File: src/rtl/mips_pkg.sv
// Shared MIPS core constants: register width, FP register file shape, WB arbitration defaults.
// Pure declarations; no logic, no latency, no backpressure.
package mips_pkg;

    localparam int REG_LEN              = 32;
    localparam int FP_REG_COUNT         = 32;
    localparam int REG_ADDR_W           = 5;
    localparam int STARVE_LIMIT_DEFAULT = 4;
    localparam int AGE_W                = 3;

    typedef logic [REG_ADDR_W-1:0] reg_addr_t;
    typedef logic [AGE_W-1:0]      age_t;

endpackage

File: src/rtl/wb_fp_fifo.sv
// Pending FPU-result queue (destination + data); head visible the cycle after push, pop frees on the edge.
// Pushes while full and pops while empty are dropped; the caller gates them with full/empty.
module wb_fp_fifo
    import mips_pkg::*;
#(
    parameter int REG_LEN    = mips_pkg::REG_LEN,
    parameter int FIFO_DEPTH = 2
) (
    input  logic               clk,
    input  logic               rst_n,
    input  logic               push,
    input  reg_addr_t          push_fd,
    input  logic [REG_LEN-1:0] push_data,
    input  logic               pop,
    output logic               full,
    output logic               empty,
    output reg_addr_t          head_fd,
    output logic [REG_LEN-1:0] head_data
);

    localparam int PTR_W = (FIFO_DEPTH > 1) ? $clog2(FIFO_DEPTH) : 1;
    localparam int CNT_W = $clog2(FIFO_DEPTH + 1);

    typedef struct packed {
        reg_addr_t          fd;
        logic [REG_LEN-1:0] data;
    } entry_t;

    entry_t             mem [FIFO_DEPTH];
    logic [PTR_W-1:0]   wr_ptr;
    logic [PTR_W-1:0]   rd_ptr;
    logic [CNT_W-1:0]   count;
    logic               do_push;
    logic               do_pop;

    // Pointers wrap at FIFO_DEPTH, which need not be a power of two.
    function automatic logic [PTR_W-1:0] wrap_inc(input logic [PTR_W-1:0] p);
        return (p == PTR_W'(FIFO_DEPTH - 1)) ? '0 : p + 1'b1;
    endfunction

    assign full    = (count == CNT_W'(FIFO_DEPTH));
    assign empty   = (count == '0);
    assign do_push = push && !full;
    assign do_pop  = pop && !empty;

    always_ff @(posedge clk) begin
        if (!rst_n) begin
            wr_ptr <= '0;
            rd_ptr <= '0;
            count  <= '0;
        end else begin
            if (do_push) wr_ptr <= wrap_inc(wr_ptr);
            if (do_pop)  rd_ptr <= wrap_inc(rd_ptr);
            case ({do_push, do_pop})
                2'b10:   count <= count + 1'b1;
                2'b01:   count <= count - 1'b1;
                default: count <= count;
            endcase
        end
    end

    always_ff @(posedge clk) begin
        if (do_push) mem[wr_ptr] <= '{fd: push_fd, data: push_data};
    end

    assign head_fd   = mem[rd_ptr].fd;
    assign head_data = mem[rd_ptr].data;

endmodule

File: src/rtl/wb_port_arbiter.sv
// Shares the FP register-file write port between the pipeline and queued FPU results; integer port passes through.
// Outputs registered (1 cycle); fpu_ready = queue not full; a starved queue head forces a one-cycle pipe_stall.
module wb_port_arbiter
    import mips_pkg::*;
#(
    parameter int REG_LEN      = mips_pkg::REG_LEN,
    parameter int FIFO_DEPTH   = 2,
    parameter int STARVE_LIMIT = mips_pkg::STARVE_LIMIT_DEFAULT
) (
    input  logic                    clk,
    input  logic                    rst_n,
    input  logic                    wb_int_we,
    input  reg_addr_t               wb_int_rd,
    input  logic [REG_LEN-1:0]      wb_int_data,
    input  logic                    wb_fp_we,
    input  reg_addr_t               wb_fp_fd,
    input  logic [REG_LEN-1:0]      wb_fp_data,
    input  logic                    fpu_issue,
    input  reg_addr_t               fpu_issue_fd,
    input  logic                    fpu_valid,
    input  reg_addr_t               fpu_fd,
    input  logic [REG_LEN-1:0]      fpu_data,
    output logic                    fpu_ready,
    output logic                    rf_we,
    output reg_addr_t               rf_waddr,
    output logic [REG_LEN-1:0]      rf_wdata,
    output logic                    frf_we,
    output reg_addr_t               frf_waddr,
    output logic [REG_LEN-1:0]      frf_wdata,
    output logic                    pipe_stall,
    output logic [FP_REG_COUNT-1:0] fp_busy
);

    localparam age_t STALL_AGE = age_t'(STARVE_LIMIT);

    logic                    full;
    logic                    empty;
    reg_addr_t               head_fd;
    logic [REG_LEN-1:0]      head_data;
    logic                    push;
    logic                    grant_fifo;
    logic                    grant_pipe;
    age_t                    age;
    age_t                    age_next;
    logic [FP_REG_COUNT-1:0] fp_busy_next;

    assign fpu_ready = !full;
    assign push      = fpu_valid && !full;

    wb_fp_fifo #(
        .REG_LEN    (REG_LEN),
        .FIFO_DEPTH (FIFO_DEPTH)
    ) u_fifo (
        .clk       (clk),
        .rst_n     (rst_n),
        .push      (push),
        .push_fd   (fpu_fd),
        .push_data (fpu_data),
        .pop       (grant_fifo),
        .full      (full),
        .empty     (empty),
        .head_fd   (head_fd),
        .head_data (head_data)
    );

    // A stall cycle belongs to the queue head; the pipeline request is ignored and re-presented.
    always_comb begin
        grant_pipe = !pipe_stall && wb_fp_we;
        grant_fifo = !empty && (pipe_stall || !wb_fp_we);

        age_next = age;
        if (empty || grant_fifo) age_next = '0;
        else                     age_next = age + 1'b1;

        fp_busy_next = fp_busy;
        if (grant_fifo) fp_busy_next[head_fd]      = 1'b0;
        if (fpu_issue)  fp_busy_next[fpu_issue_fd] = 1'b1;
    end

    always_ff @(posedge clk) begin
        if (!rst_n) begin
            rf_we      <= 1'b0;
            rf_waddr   <= '0;
            rf_wdata   <= '0;
            frf_we     <= 1'b0;
            frf_waddr  <= '0;
            frf_wdata  <= '0;
            pipe_stall <= 1'b0;
            fp_busy    <= '0;
            age        <= '0;
        end else begin
            rf_we    <= wb_int_we;
            rf_waddr <= wb_int_rd;
            rf_wdata <= wb_int_data;

            frf_we <= grant_pipe || grant_fifo;
            if (grant_fifo) begin
                frf_waddr <= head_fd;
                frf_wdata <= head_data;
            end else begin
                frf_waddr <= wb_fp_fd;
                frf_wdata <= wb_fp_data;
            end

            age        <= age_next;
            pipe_stall <= !pipe_stall && (age_next == STALL_AGE);
            fp_busy    <= fp_busy_next;
        end
    end

endmodule
File: config.mk
export PLATFORM = sky130hd
export DESIGN_NAME = wb_port_arbiter
export DESIGN_NICKNAME = d
export VERILOG_FILES = /design/src/rtl/mips_pkg.sv /design/src/rtl/wb_fp_fifo.sv /design/src/rtl/wb_port_arbiter.sv
export SDC_FILE = /design/constraint.sdc
export NUM_CORES = 1
export LEC_CHECK = 0
export ABC_CLOCK_PERIOD_IN_PS = 2880
export CAP_MARGIN = 15
export CORE_UTILIZATION = 45
export DETAILED_ROUTE_END_ITERATION = 7
export HOLD_SLACK_MARGIN = 0.12
export PLACE_DENSITY = 0.82
export SLEW_MARGIN = 20
export SYNTH_ARGS = -nofsm -noshare
export SYNTH_HDL_FRONTEND = slang
export SYNTH_SLANG_ARGS = --single-unit
File: constraint.sdc
create_clock -name clk -period 2.88 [get_ports clk]
set_input_delay 0.576 -clock clk [delete_from_list [all_inputs] [get_ports clk]]
set_output_delay 0.576 -clock clk [all_outputs]
set_load 0.01 [all_outputs]
======== Word-level counts from Yosys, hierarchy flattened ========
Memories as Yosys holds them, arrays and structs flattened. A register that Yosys moved wholly into a read port is not among the register bits.
Cells that the tools add are included.
W data, S select, Z words.
cells by class
  bitwise gates (word level) .............. 3
  $add $sub $neg .......................... 5
  magnitude comparators ................... 4
  mux-type cells .......................... 16
  reduce and logical (&&, ||, !) cells .... 17
  eq/ne operators ......................... 4
operators by type and width
  operator               number
  $mux W32               3
  $and A32 B32 Y32       1
  $not A32 Y32           1
  $or A32 B32 Y32        1
  $lt A5 B6 Y1 const B   2
  $demux W1 S5           2
  $ge A5 B1 Y1 const B   2
  $logic_and A1 B1 Y1    8
  $mux W1                8
  $mux W5                1
  $eq A2 B2 Y1 const B   2
  $logic_not A1 Y1       4
  $pmux W2 S2            1
  $add A3 B1 Y3 const B  1
  $eq A3 B3 Y1 const B   1
  $logic_or A1 B1 Y1     3
  $mux W3                1
  $add A1 B1 Y1 const B  2
  $add A2 B1 Y2 const B  1
  $eq A2 B1 Y1 const B   1
  $logic_not A2 Y1       1
  $reduce_bool A2 Y1     1
  $sub A2 B1 Y2 const B  1
storage, ports and cells
  output and inout bits ................... 110
  RAM bits ................................ 74
  bits of input ports ..................... 122
  bits in registers ....................... 116
  memories kept ........................... 1
memory list
  name        words  bits a word  rd ports  clocked after Yosys merged registers in  wr ports  RTL line          source
  u_fifo.mem  2      37           1         1                                        1         wb_fp_fifo.sv:29  entry_t mem [FIFO_DEPTH];

======== Longest topological paths before layout ========
  word-level depth ........................ 9
  mapped depth ............................ 9
  gate-level depth less buffers ........... 6

======== Modules after synthesis ========
From an unflattened synthesis, not the netlist that was laid out.
second synthesis, totals
  cells, all modules ...................... 561
  area total of the unflattened synthesis .. 7016.7 um2
by module, submodules not included
  module           area an instance (um2)  cells each  times used
  wb_port_arbiter  4121.5                  420         1
  wb_fp_fifo       2895.3                  141         1

======== Worst setup path after synthesis ========
OpenSTA, ideal clock, no wires.
  kind .................................... register to register
  start ................................... reg u_fifo.count[0]
  end ..................................... mem u_fifo.mem[0][0] (netlist name) (enable)
  cell stages (with the launch flop) ...... 4
  buffers on the path ..................... 0
  data arrival time ....................... 2302 ps
  slack ................................... 147 ps
  clock period less this slack ............ 2733 ps
  path through ............................ dfxtp_1 -> nand2b_1 -> nand2_1 -> nor2_1
on the way
  longest elaborated chain between the ends .. 6
RTL lines
  element                          RTL line               source
  start, declared                  wb_fp_fifo.sv:32       logic [CNT_W-1:0] count;
  start signal, assigned           wb_fp_fifo.sv:55       2'b10: count <= count + 1'b1;
  start signal, assigned           wb_fp_fifo.sv:56       2'b01: count <= count - 1'b1;
  start signal, assigned           wb_fp_fifo.sv:57       default: count <= count;
  $eq A2 B2 Y1 *                   wb_fp_fifo.sv:41       assign full = (count == CNT_W'(FIFO_DEPTH));
  $logic_not A1 Y1 *               -
  via fpu_ready                    wb_port_arbiter.sv:23  output logic fpu_ready,
  $logic_and A1 B1 Y1              wb_port_arbiter.sv:48  assign push = fpu_valid && !full;
  $logic_and A1 B1 Y1 *            wb_fp_fifo.sv:43       assign do_push = push && !full;
  $mux W1 *                        wb_fp_fifo.sv:63       if (do_push) mem[wr_ptr] <= '{fd: push_fd, data: push_data};
  $mux W1 (not written as such) *  wb_fp_fifo.sv:63
  end, declared                    wb_fp_fifo.sv:29
Mark *: on every way through the listed nets, which the timed path passes. The rest lies on a longest branch.

======== Worst setup path in the final report ========
  start ................................... reg u_fifo.count[0]
  end ..................................... out fpu_ready
on the way
  longest elaborated chain between the ends .. 2
RTL lines
  element           RTL line               source
  $eq A2 B2 Y1      wb_fp_fifo.sv:41
  $logic_not A1 Y1  wb_port_arbiter.sv:47  assign fpu_ready = !full;
  end, declared     wb_port_arbiter.sv:23
Every way passes these cells.

==> impl_metrics.py <==
metrics = {
    "critical_path": {
        "crit_required_ns": 2.30,
        "path_class": "reg -> out",
        "max_stage_delay_ns": 0.56,
        "cp_max_fo": 6,
        "end_kind": "output port",
        "path_cells": "nand2b_1 -> clkdlybuf4s50_1",
        "rrSetupSlack_ns": 0.92,
        "crit_family": "buffers and inverters",
        "path_buf_inv": 1,
        "cp.arrival_ns": 1.64,
        "reg2reg_to": "fp_busy[22]$_SDFF_PN0_",
        "reg2regPathDepth": 4,
        "slowest_stage": "clkdlybuf4s50_1",
        "cp-start-kind": "flip-flop",
    },
    "power_and_ir_drop": {
        "p_per_area_nw_per_um2": 736.4,
        "p_leak_nw": 3.943,
        "peakVddDrop_v": 0.0004192,
        "design_power_total_mw": 7.242,
    },
    "global_routing": {
        "overflow": 0,
        "grtUsageTotal_pct": 21.67,
        "antenna_found_initial": 2,
        "grt_pass1_vias": 5257,
        "grt_start_max_net_pins": 57,
        "grt_pass1_wl_um": 26300,
    },
    "floorplanning": {
        "core_area_um2": 14590,
        "dieHeight_um": 124.7,
        "die_width_um": 124.7,
        "rows": 44,
        "start_util_pct": 46.46,
        "ios": 232,
        "dieArea_um2": 15560,
    },
    "timing": {
        "final_min_period_over_clock_period_pct": 76.94,
        "period_needed_ns": 2.216,
        "slew_headroom_pct": 42.15,
        "setup_viol": 0,
        "tightestPinTransition_ns": 0.8639,
        "slew_violations": 0,
        "clock_skew_ns": 0.01251,
        "holdWs_ns": 0.4535,
        "hold_viol": 0,
        "finalSetupTns_ns": 0,
        "timing.fmax_mhz": 451.3,
        "rsz0062_at_grt": "false",
    },
    "detailed_routing": {
        "postRouteAntennaNets": 0,
        "vias": 4976,
        "wl_um": 16500,
        "viasPerCell": 5.173,
        "remaining_drc_errors": 0,
        "wl_per_cell_um": 17.15,
        "drt-initial-drc-count": 330,
        "firstDrtPassIters": 5,
    },
    "clock_tree": {
        "cts_tree": "built",
        "cts_buffers": 17,
        "hold_buffers": 0,
        "post_cts_resized": 0,
        "cts_max_level": 4,
        "cts_setup_buffers": 0,
        "worstSkewPairLatency_ns": 0.43,
        "clk_pin_slew_ns": 0.07,
        "cts.sinks": 191,
        "clock_path_buffers": 2,
        "root_buffer": "clkbuf_16",
    },
    "synth": {
        "synthesis.nets": 657,
        "synth_area_leaders": "dfxtp_1 (35%), edfxtp_1 (33%), nand2_1 (5.8%)",
        "ys.warnings.count": 0,
        "yosysSeqAreaShare_pct": 67.34,
        "async_reset_ff_share_pct": 0,
        "netlist_instances": 533,
        "synth_edf_count": 74,
        "yosys.cell_types.count": 30,
        "synth_top_area_cell": "dfxtp_1",
        "synth_flop_cell": "dfxtp_1",
        "syn_avg_cell_area_um2": 12.72,
        "synth_top_area_share_pct": 34.56,
        "ys_ff_latch": 191,
        "synth_area_um2": 6778,
    },
    "final_layout": {
        "final-seq-area_um2": 4566,
        "multi_input_comb_area_um2": 2066,
        "area_growth_pct": 45.10,
        "nFillCells": 1072,
        "n_antenna_cell": 0,
        "final_common_cell": "clkdlybuf4s50_1",
        "fin_nets": 889,
        "drive_gt1_share_pct": 6.555,
        "layout_common_cells": "clkdlybuf4s50_1 (230), dfxtp_1 (116), nand2_1 (104)",
    },
    "outcome": {
        "status": "finished, final reports clean",
    },
    "hold_path": {
        "hold_path_end": "age[0]$_SDFF_PN0_",
        "hold_class": "reg -> reg",
        "hold_path_depth": 1,
        "hold_path.startpoint": "age[0]$_SDFF_PN0_",
    },
    "placement": {
        "place_hpwl_um": 11830,
        "gp_congestion": 0.8156,
        "io_buffers": 231,
    },
    "flow_run": {
        "max_cap_violations": 0,
    },
}
-- state kept, by name, summed over array words and instances (netlist names), named ones only --
signal	flops
u_fifo.count	2
rf_wdata	32
frf_we	1
pipe_stall	1
frf_waddr	5
rf_we	1
age	3
u_fifo.wr_ptr	1
rf_waddr	5
fp_busy	32
frf_wdata	32
u_fifo.rd_ptr	1
u_fifo.mem	74
-- how the worst max path moves through the flow --
stage / slack [ns] / from / to / depth (start not counted)
CTS: 0.64 / u_fifo.count[0]$_SDFFE_PN0P_ / fpu_ready / 2
finish: 0.66 / u_fifo.count[0]$_SDFFE_PN0P_ / fpu_ready / 2
floorplan: 0.15 / u_fifo.count[0]$_SDFFE_PN0P_ / u_fifo.mem[0][0]$_DFFE_PP_ / 3
detailed placement: 0.43 / wb_fp_we / u_fifo.count[1]$_SDFFE_PN0P_ / 6
global placement: 0.45 / wb_fp_we / u_fifo.count[1]$_SDFFE_PN0P_ / 6
global route: 0.58 / u_fifo.count[0]$_SDFFE_PN0P_ / fpu_ready / 2
-- power breakdown --
group	internal [mW]	leakage (nW)	switching (mW)	total, mW
clock	1.22	0.275	1.05	2.27
combinational	0.798	2.01	0.831	1.63
sequential	3.19	1.66	0.159	3.34
total	5.20	3.94	2.04	7.24
-- logic make-up after synthesis --
group | share of synthesized area, %
adders and majority gates | 0.3691
and+or+nand+nor | 13.53
DFF | 67.34
muxes | 5.963
AOI/OAI and AO/OA | 9.821
xor gates and xnor gates | 0.6461
buffers and inverters | 2.326
-- layer usage --
layer  vias up  wire length (um)  track usage (%)
met5         -                12                0
met4         2               468            9.780
met3        41               962            5.842
met2       208              8449            37.83
met1      2355              6605            24.63
li1       2370                 -                -
-- synthesized netlist by cell type (all sizes together) (2+ instances only) --
cell	instances
nor2	9
and3b	5
mux2i	37
o211a	37
nand2	104
dfxtp	117
clkbuf	14
a21boi	2
inv	2
nand3	9
nor3b	6
o21ai	2
mux2	3
nor3	4
and3	3
and2	43
nand2b	2
buf	13
xnor2	4
edfxtp	74
ha	2
o211ai	36
-- through the flow --
stage | cell area [um2] | util, % | instances | setup WS, ns
final | 9834 | 67.41 | 962 | 0.6641
after floorplan | 6778 | - | 533 | 0.1467
after detailed placement | 9259 | 63.46 | 930 | 0.4303
after CTS | 9834 | 67.41 | 962 | 0.6357
after global placement | 9259 | 63.46 | 930 | 0.4545
after global routing | 9834 | 67.41 | 962 | 0.5754
-- worst register-to-register path, stage by stage (launching register included) --
cell and delay [ns]:
dfxtp_2 0.57, mux2i_1 0.63, nand3_1 0.31, o211ai_1 0.26
nand2_1 0.08
-- area by class of cell --
type / count / share of cell area [%]
Clock buffer: 17 / 4.326
Multi-Input combinational cell: 313 / 21.01
Tap cell: 184 / 2.341
Clock inverter: 15 / 1.527
Timing Repair Buffer: 240 / 24.30
Inverter: 2 / 0.07634
Sequential cell: 191 / 46.42
No activity file was read; power rests on OpenSTA's default activity.
